$ cat src/rtl/hawk_blk_entry_rmw.sv
// hawk_blk_entry_rmw: read-modify-write of one table entry inside an AXI block.
// Lookup returns the old entry; RMW merges under mask and writes back strobed.
module hawk_blk_entry_rmw #(
    parameter int ADDR_W      = 64,
    parameter int BLK_BYTES   = 64,
    parameter int ENTRY_BYTES = 8,
    parameter bit ELIDE_EQ    = 1'b1
) (
    input  logic                     clk_i,
    input  logic                     rst_ni,
    input  logic                     req_valid_i,
    output logic                     req_ready_o,
    input  logic [ADDR_W-1:0]        req_addr_i,
    input  logic                     req_write_i,
    input  logic                     req_swap_i,
    input  logic [ENTRY_BYTES*8-1:0] req_wdata_i,
    input  logic [ENTRY_BYTES*8-1:0] req_wmask_i,
    output logic                     resp_valid_o,
    input  logic                     resp_ready_i,
    output logic [ENTRY_BYTES*8-1:0] resp_rdata_o,
    output logic                     resp_err_o,
    output logic                     resp_elided_o,
    output logic [ADDR_W-1:0]        m_araddr_o,
    output logic [7:0]               m_arlen_o,
    output logic                     m_arvalid_o,
    input  logic                     m_arready_i,
    input  logic [BLK_BYTES*8-1:0]   m_rdata_i,
    input  logic [1:0]               m_rresp_i,
    input  logic                     m_rvalid_i,
    input  logic                     m_rlast_i,
    output logic                     m_rready_o,
    output logic [ADDR_W-1:0]        m_awaddr_o,
    output logic                     m_awvalid_o,
    input  logic                     m_awready_i,
    output logic [BLK_BYTES*8-1:0]   m_wdata_o,
    output logic [BLK_BYTES-1:0]     m_wstrb_o,
    output logic                     m_wvalid_o,
    input  logic                     m_wready_i,
    input  logic [1:0]               m_bresp_i,
    input  logic                     m_bvalid_i,
    output logic                     m_bready_o
);
    localparam int EW    = ENTRY_BYTES * 8;
    localparam int DW    = BLK_BYTES * 8;
    localparam int BOFF  = $clog2(BLK_BYTES);
    localparam int EOFF  = $clog2(ENTRY_BYTES);
    localparam int NENT  = BLK_BYTES / ENTRY_BYTES;
    localparam int IW    = (NENT > 1) ? $clog2(NENT) : 1;
    localparam int LANES = ENTRY_BYTES / 8;

    typedef enum logic [2:0] {IDLE, AR, R, AWW, B, RESP} state_t;

    function automatic logic [EW-1:0] lane_swap(input logic [EW-1:0] v);
        logic [EW-1:0] o;
        o = '0;
        for (int l = 0; l < LANES; l++)
            for (int b = 0; b < 8; b++)
                o[l*64 + b*8 +: 8] = v[l*64 + (7-b)*8 +: 8];
        return o;
    endfunction

    state_t               state_q;
    logic [ADDR_W-1:0]    addr_q;
    logic [IW-1:0]        idx_q;
    logic                 write_q;
    logic                 swap_q;
    logic [EW-1:0]        wdata_q;
    logic [EW-1:0]        wmask_q;
    logic [EW-1:0]        rdata_q;
    logic                 err_q;
    logic                 elided_q;
    logic [DW-1:0]        wblk_q;
    logic [BLK_BYTES-1:0] wstrb_q;
    logic                 req_ready_q;
    logic                 arvalid_q;
    logic                 rready_q;
    logic                 awvalid_q;
    logic                 wvalid_q;
    logic                 bready_q;
    logic                 resp_valid_q;

    logic [EW-1:0]        raw_entry;
    logic [EW-1:0]        old_entry;
    logic [EW-1:0]        new_entry;
    logic [DW-1:0]        merged_blk;
    logic [BLK_BYTES-1:0] slot_strb;
    logic [IW-1:0]        req_idx;
    logic [ADDR_W-1:0]    req_blk;
    logic                 misalign;
    logic                 aw_done;
    logic                 w_done;

    // Merged block is built straight from the R beat so AWW needs no extra cycle.
    always_comb begin
        raw_entry  = m_rdata_i[idx_q*EW +: EW];
        old_entry  = swap_q ? lane_swap(raw_entry) : raw_entry;
        new_entry  = (old_entry & ~wmask_q) | (wdata_q & wmask_q);
        merged_blk = m_rdata_i;
        merged_blk[idx_q*EW +: EW] = swap_q ? lane_swap(new_entry) : new_entry;
        slot_strb  = BLK_BYTES'({ENTRY_BYTES{1'b1}}) << (idx_q*ENTRY_BYTES);
        req_idx    = IW'(req_addr_i[BOFF-1:0] >> EOFF);
        req_blk    = {req_addr_i[ADDR_W-1:BOFF], BOFF'(0)};
        misalign   = |req_addr_i[EOFF-1:0];
        aw_done    = !awvalid_q || m_awready_i;
        w_done     = !wvalid_q || m_wready_i;
    end

    always_ff @(posedge clk_i or negedge rst_ni) begin
        if (!rst_ni) begin
            state_q      <= IDLE;
            addr_q       <= '0;
            idx_q        <= '0;
            write_q      <= 1'b0;
            swap_q       <= 1'b0;
            wdata_q      <= '0;
            wmask_q      <= '0;
            rdata_q      <= '0;
            err_q        <= 1'b0;
            elided_q     <= 1'b0;
            wblk_q       <= '0;
            wstrb_q      <= '0;
            req_ready_q  <= 1'b0;
            arvalid_q    <= 1'b0;
            rready_q     <= 1'b0;
            awvalid_q    <= 1'b0;
            wvalid_q     <= 1'b0;
            bready_q     <= 1'b0;
            resp_valid_q <= 1'b0;
        end else begin
            unique case (state_q)
                IDLE: begin
                    req_ready_q <= 1'b1;
                    if (req_valid_i && req_ready_q) begin
                        req_ready_q <= 1'b0;
                        addr_q      <= req_blk;
                        idx_q       <= req_idx;
                        write_q     <= req_write_i;
                        swap_q      <= req_swap_i;
                        wdata_q     <= req_wdata_i;
                        wmask_q     <= req_wmask_i;
                        rdata_q     <= '0;
                        elided_q    <= 1'b0;
                        err_q       <= misalign;
                        if (misalign) begin
                            resp_valid_q <= 1'b1;
                            state_q      <= RESP;
                        end else begin
                            arvalid_q <= 1'b1;
                            state_q   <= AR;
                        end
                    end
                end
                AR: begin
                    if (m_arready_i) begin
                        arvalid_q <= 1'b0;
                        rready_q  <= 1'b1;
                        state_q   <= R;
                    end
                end
                R: begin
                    if (m_rvalid_i) begin
                        rready_q <= 1'b0;
                        rdata_q  <= old_entry;
                        wblk_q   <= merged_blk;
                        wstrb_q  <= slot_strb;
                        if (m_rresp_i != 2'b00 || !m_rlast_i) begin
                            err_q        <= 1'b1;
                            resp_valid_q <= 1'b1;
                            state_q      <= RESP;
                        end else if (!write_q) begin
                            resp_valid_q <= 1'b1;
                            state_q      <= RESP;
                        end else if (ELIDE_EQ && new_entry == old_entry) begin
                            elided_q     <= 1'b1;
                            resp_valid_q <= 1'b1;
                            state_q      <= RESP;
                        end else begin
                            awvalid_q <= 1'b1;
                            wvalid_q  <= 1'b1;
                            state_q   <= AWW;
                        end
                    end
                end
                AWW: begin
                    if (m_awready_i) awvalid_q <= 1'b0;
                    if (m_wready_i)  wvalid_q  <= 1'b0;
                    if (aw_done && w_done) begin
                        bready_q <= 1'b1;
                        state_q  <= B;
                    end
                end
                B: begin
                    if (m_bvalid_i) begin
                        bready_q     <= 1'b0;
                        err_q        <= (m_bresp_i != 2'b00);
                        resp_valid_q <= 1'b1;
                        state_q      <= RESP;
                    end
                end
                RESP: begin
                    if (resp_ready_i) begin
                        resp_valid_q <= 1'b0;
                        req_ready_q  <= 1'b1;
                        state_q      <= IDLE;
                    end
                end
                default: state_q <= IDLE;
            endcase
        end
    end

    assign req_ready_o   = req_ready_q;
    assign resp_valid_o  = resp_valid_q;
    assign resp_rdata_o  = rdata_q;
    assign resp_err_o    = err_q;
    assign resp_elided_o = elided_q;
    assign m_araddr_o    = addr_q;
    assign m_arlen_o     = 8'd0;
    assign m_arvalid_o   = arvalid_q;
    assign m_rready_o    = rready_q;
    assign m_awaddr_o    = addr_q;
    assign m_awvalid_o   = awvalid_q;
    assign m_wdata_o     = wblk_q;
    assign m_wstrb_o     = wstrb_q;
    assign m_wvalid_o    = wvalid_q;
    assign m_bready_o    = bready_q;

endmodule

$ cat config.mk
export PLATFORM = sky130hd
export DESIGN_NAME = hawk_blk_entry_rmw
export DESIGN_NICKNAME = d
export VERILOG_FILES = /design/src/rtl/hawk_blk_entry_rmw.sv
export SDC_FILE = /design/constraint.sdc
export NUM_CORES = 2
export LEC_CHECK = 0
export BUFFER_PORTS_ARGS = -buffer_cell sky130_fd_sc_hd__buf_2
export CAP_MARGIN = 20
export CORE_AREA = 10 10 584 586
export DETAILED_ROUTE_END_ITERATION = 16
export DIE_AREA = 0 0 594 596
export GPL_ROUTABILITY_DRIVEN = 0
export GPL_TIMING_DRIVEN = 0
export PLACE_DENSITY = 0.41
export SLEW_MARGIN = 20
export SYNTH_ARGS = -nofsm -noshare
export SYNTH_HDL_FRONTEND = slang
export SYNTH_SLANG_ARGS = --single-unit
$ cat constraint.sdc
create_clock -name clk_i -period 3.3 [get_ports clk_i]
set_input_delay 0.165 -clock clk_i [delete_from_list [all_inputs] [get_ports clk_i]]
set_output_delay 0.165 -clock clk_i [all_outputs]
set_load 0.01 [all_outputs]
==> results_tabular.tex <==
\begin{tabular}{lr}
\hline
Metric & Value \\
\hline
\multicolumn{2}{l}{\textbf{Synthesis}} \\
\quad \#FFs+latches synth & 787 \\
\quad Post-synthesis area per instance & 9.23 µm² \\
\quad Post-synth top area share & 45.1\% \\
\quad Number of enable flip-flop cells after synthesis & 0 \\
\quad Asr flop ratio synth & 100\% \\
\quad Number of warnings issued by yosys & 0 \\
\quad Cell area after technology mapping & 43,600 µm² \\
\quad Cell type with the largest total area after synthesis & dfrtp\_1 \\
\quad Netlist cell types & 84 \\
\quad Number of instances in the synthesized netlist & 4,725 \\
\quad Top\_reg\_cell synth & dfrtp\_1 \\
\quad Share of the yosys chip area belonging to registers & 45.1\% \\
\quad Main area contributors after synthesis & dfrtp\_1 (45\%), o21ai\_0 (6.4\%), mux2\_2 (5.9\%) \\
\multicolumn{2}{l}{\textbf{Pwr}} \\
\quad Power density of the placed cells & 1320 nW/µm² \\
\quad Leakage dissipation & 37.5 nW \\
\quad Worst supply voltage drop on vdd & 0.588 mV \\
\multicolumn{2}{l}{\textbf{Die}} \\
\quad Die area & 354,000 µm² \\
\quad Cell Rows & 211 \\
\quad Number of ports placed on the die boundary & 1,505 \\
\quad Initial core utilization & 13.2\% \\
\quad Die outline height & 596 µm \\
\quad Overall die width & 594 µm \\
\quad Area of the core region & 329,000 µm² \\
\multicolumn{2}{l}{\textbf{Timing}} \\
\quad F\_max & 236 MHz \\
\quad Post-Route Skew & 0.0866 ns \\
\quad Final worst path period share & 128\% \\
\quad Max-Slew Margin vs Limit & 14.5\% \\
\quad Worst hold slack across all endpoints & 0.0489 ns \\
\quad Tmin final & 4.24 ns \\
\quad Final hold violations & 0 \\
\quad Slack of the critical path & -0.938 ns \\
\quad Final setup violation count & 615 \\
\quad Unrepaired setup endpoints after global routing & yes \\
\quad Least-Margin Pin Slew & 1.28 ns \\
\quad Count of pins over their slew limit & 0 \\
\quad Total negative setup slack & -243.54 ns \\
\multicolumn{2}{l}{\textbf{Placement}} \\
\quad Placed Cells & 10,700 \\
\quad Number of input and output port buffers inserted & 1,484 \\
\quad Detailed Place HPWL & 445 mm \\
\quad Area of placed instances & 58,900 µm² \\
\quad Worst slack after detailed placement & -3.67 ns \\
\multicolumn{2}{l}{\textbf{Finish}} \\
\quad Layout area overhead & 94.7\% \\
\quad Storage element area & 19,700 µm² \\
\quad Post-route cell area & 84,900 µm² \\
\quad Finished Layout Cells & 12,200 \\
\quad Most common library cell in the layout ignoring fill and taps & buf\_2 \\
\quad Count of nets after finishing & 8,401 \\
\quad Area of combinational cells with multiple inputs & 27,300 µm² \\
\quad Fraction of final layout cells with drive strength greater than 1 & 48.2\% \\
\quad Layout fillers & 35,000 \\
\quad Leading cell types in the layout, fill and taps excluded & buf\_2 (1,498), dfrtp\_1 (786), dlygate4sd3\_1 (770) \\
\multicolumn{2}{l}{\textbf{Min path}} \\
\quad Min-Delay Startpoint & req\_wdata\_i[63] \\
\quad Type of the worst min-delay path & in2reg \\
\multicolumn{2}{l}{\textbf{Clock network}} \\
\quad Buffers from clock root to sink, at most & 4 \\
\quad Total CTS buffers & 115 \\
\quad Clock slew at the register clock pins of the worst setup and hold paths & 0.07 ns \\
\quad CTS tree & yes \\
\quad Clock insertion delay at the later pin of the skew report & 0.93 ns \\
\quad TritonCTS sink count & 787 \\
\quad Root Buffer Master & clkbuf\_16 \\
\quad Number of H-tree branching levels & 3 \\
\multicolumn{2}{l}{\textbf{Detailed routing}} \\
\quad Total length of routed wires & 537 mm \\
\quad Detailed-route via count & 57,900 \\
\quad Number of design rule violations left after detail routing & 0 \\
\quad Count of routing violations after the opening detailed-route iteration & 5,900 \\
\quad First-pass iteration count of the detailed router & 6 \\
\quad Vias per cell & 4.73 \\
\quad Wire length per cell after detailed routing & 44.0 µm \\
\quad DRT antenna net count & 0 \\
\multicolumn{2}{l}{\textbf{Setup path}} \\
\quad Crit path launch & idx\_q[0] \\
\quad Kind of launch point of the worst setup path & flip-flop \\
\quad Cells along the critical path & buf\_12 > buf\_16 > buf\_16 > buf\_12 > mux2i\_4 > a22oi\_4 > a21oi\_2 > a221o\_1 > or4b\_1 > or4\_4 > nor4b\_4 > nand4\_1 > buf\_6 > a41oi\_2 \\
\quad Crit-path slowest cell & or4\_4 \\
\quad Crit path DAT & 5.07 ns \\
\quad Critical Path RT & 4.13 ns \\
\quad Worst Setup Path Type & reg2reg \\
\quad CP max FO & 7 \\
\quad Peak per-stage delay on the critical path & 0.52 ns \\
\quad Reg-to-Reg Start & idx\_q[0] \\
\quad Endpoint type of the worst setup path & flip-flop \\
\multicolumn{2}{l}{\textbf{Global route}} \\
\quad Pin count of the biggest net entering global routing & 125 \\
\quad Vias in the first global route & 57,200 \\
\quad Overall global routing resource usage & 28.6\% \\
\quad Final global-route overflow total & 0 \\
\quad Global-route wire length before repair & 658 mm \\
\quad Antenna violations before repair & 232 \\
\multicolumn{2}{l}{\textbf{Status}} \\
\quad Violations in the final reports & setup timing \\
\quad Status & complete, but fails checks \\
\multicolumn{2}{l}{\textbf{Run}} \\
\quad Number of maximum-capacitance constraint violations & 0 \\
\hline
\end{tabular}
-- kinds of logic (layout without fill, tap and decap cells) --
family | after synthesis | after routing | share of synthesized area, %
xor+xnor | 46 | 46 | 0.924
compound gates | 1474 | 1474 | 19.7
mux | 498 | 498 | 14.0
other cells | 1 | 104 | 0.00860
simple gates | 1359 | 1359 | 13.6
buf+inv | 554 | 3578 | 6.43
flops | 787 | 787 | 45.1
fa+ha+maj | 6 | 6 | 0.172
-- per-layer routing --
metal	wire length, µm	up-vias	GRT usage [%]	part of all wire [%]
li1	-	23000	-	-
met5	997	-	0.548	0.19
met3	58900	1604	11.5	11
met2	238000	4384	46.0	44
met4	47300	118	18.5	8.8
met1	192000	28700	31.2	36
-- cell usage after synthesis, types with 15 or more instances --
| cell | instances |
|---|---|
| a211oi_1 | 22 |
| a21oi_1 | 489 |
| a22o_1 | 57 |
| a22oi_1 | 70 |
| and2_1 | 21 |
| and3_1 | 24 |
| buf_1 | 27 |
| buf_2 | 15 |
| buf_4 | 143 |
| clkbuf_1 | 322 |
| dfrtp_1 | 787 |
| inv_1 | 27 |
| mux2_2 | 229 |
| mux2i_1 | 202 |
| mux4_2 | 63 |
| nand2_1 | 676 |
| nand2b_1 | 30 |
| nand3_1 | 61 |
| nor2_1 | 171 |
| nor3_1 | 322 |
| o211ai_1 | 42 |
| o21a_1 | 69 |
| o21ai_0 | 561 |
| o21ai_1 | 25 |
| o22ai_1 | 22 |
| o311ai_0 | 42 |
| xnor2_1 | 25 |
| xor2_1 | 21 |
-- per-stage QoR --
step	util [%]	total power [W]
5_1_grt	25.8	0.114
6_report	25.8	0.112
3_5_place_dp	17.9	0.0742
2_1_floorplan	-	0.0373
3_3_place_gp	17.2	0.0706
4_1_cts	24.3	0.104
-- where the power goes --
part | total [W] | internal [W] | switching, W | leakage [nW]
combinational | 0.0797 | 0.0295 | 0.0503 | 25.5
clock | 0.0139 | 0.00825 | 0.00568 | 1.99
sequential | 0.0185 | 0.0139 | 0.00458 | 9.96
-- cell type report --
type | instances | share of cell area [%]
multi-input combinational | 3403 | 32.2
timing repair buffer | 2825 | 27.0
sequential | 787 | 23.2
tap | 4366 | 6.43
buffer | 514 | 6.02
clock buffer | 150 | 3.81
clock inverter | 60 | 0.984
antenna | 84 | 0.247
inverter | 29 | 0.141
-- worst max-delay path: cells and delay by family (launching register included) --
kind,cells,cell delay [ns]
flops,1,0.41
buf+inv,5,0.83
mux,1,0.21
simple gates,4,1.51
compound gates,4,1.14
-- flip-flops by register name, summed over array words and instances (netlist names), 3 cells and up --
| signal | flops |
|---|---|
| resp_rdata_o | 64 |
| wmask_q | 64 |
| m_wdata_o | 512 |
| wdata_q | 64 |
| m_wstrb_o | 8 |
| m_araddr_o | 58 |
| idx_q | 3 |
| state_q | 3 |
-- timing repair --
item / in CTS / in global routing
gates resized for setup: 1355 / 1078
gates cloned: 22 / 12
endpoints found under the setup margin: 657 / 665
buffers inserted: 297 / 165
hold endpoints to repair: 1066 / 0
pin swaps: 171 / 169
hold buffers: 771 / 0
-- path summary, 6_finish.rpt --
check	end	slack [ns]	cells past startpoint
setup / recovery	state_q[2]	-0.94	14
setup reg to reg	state_q[2]	-0.94	14
hold reg to reg	m_wdata_o[216]	0.47	2
min in group asynchronous	m_araddr_o[62]	0.43	4
max in group asynchronous	m_wdata_o[142]	1.09	6
hold / removal	wdata_q[63]	0.05	3
No activity file was read; power rests on OpenSTA's default activity.
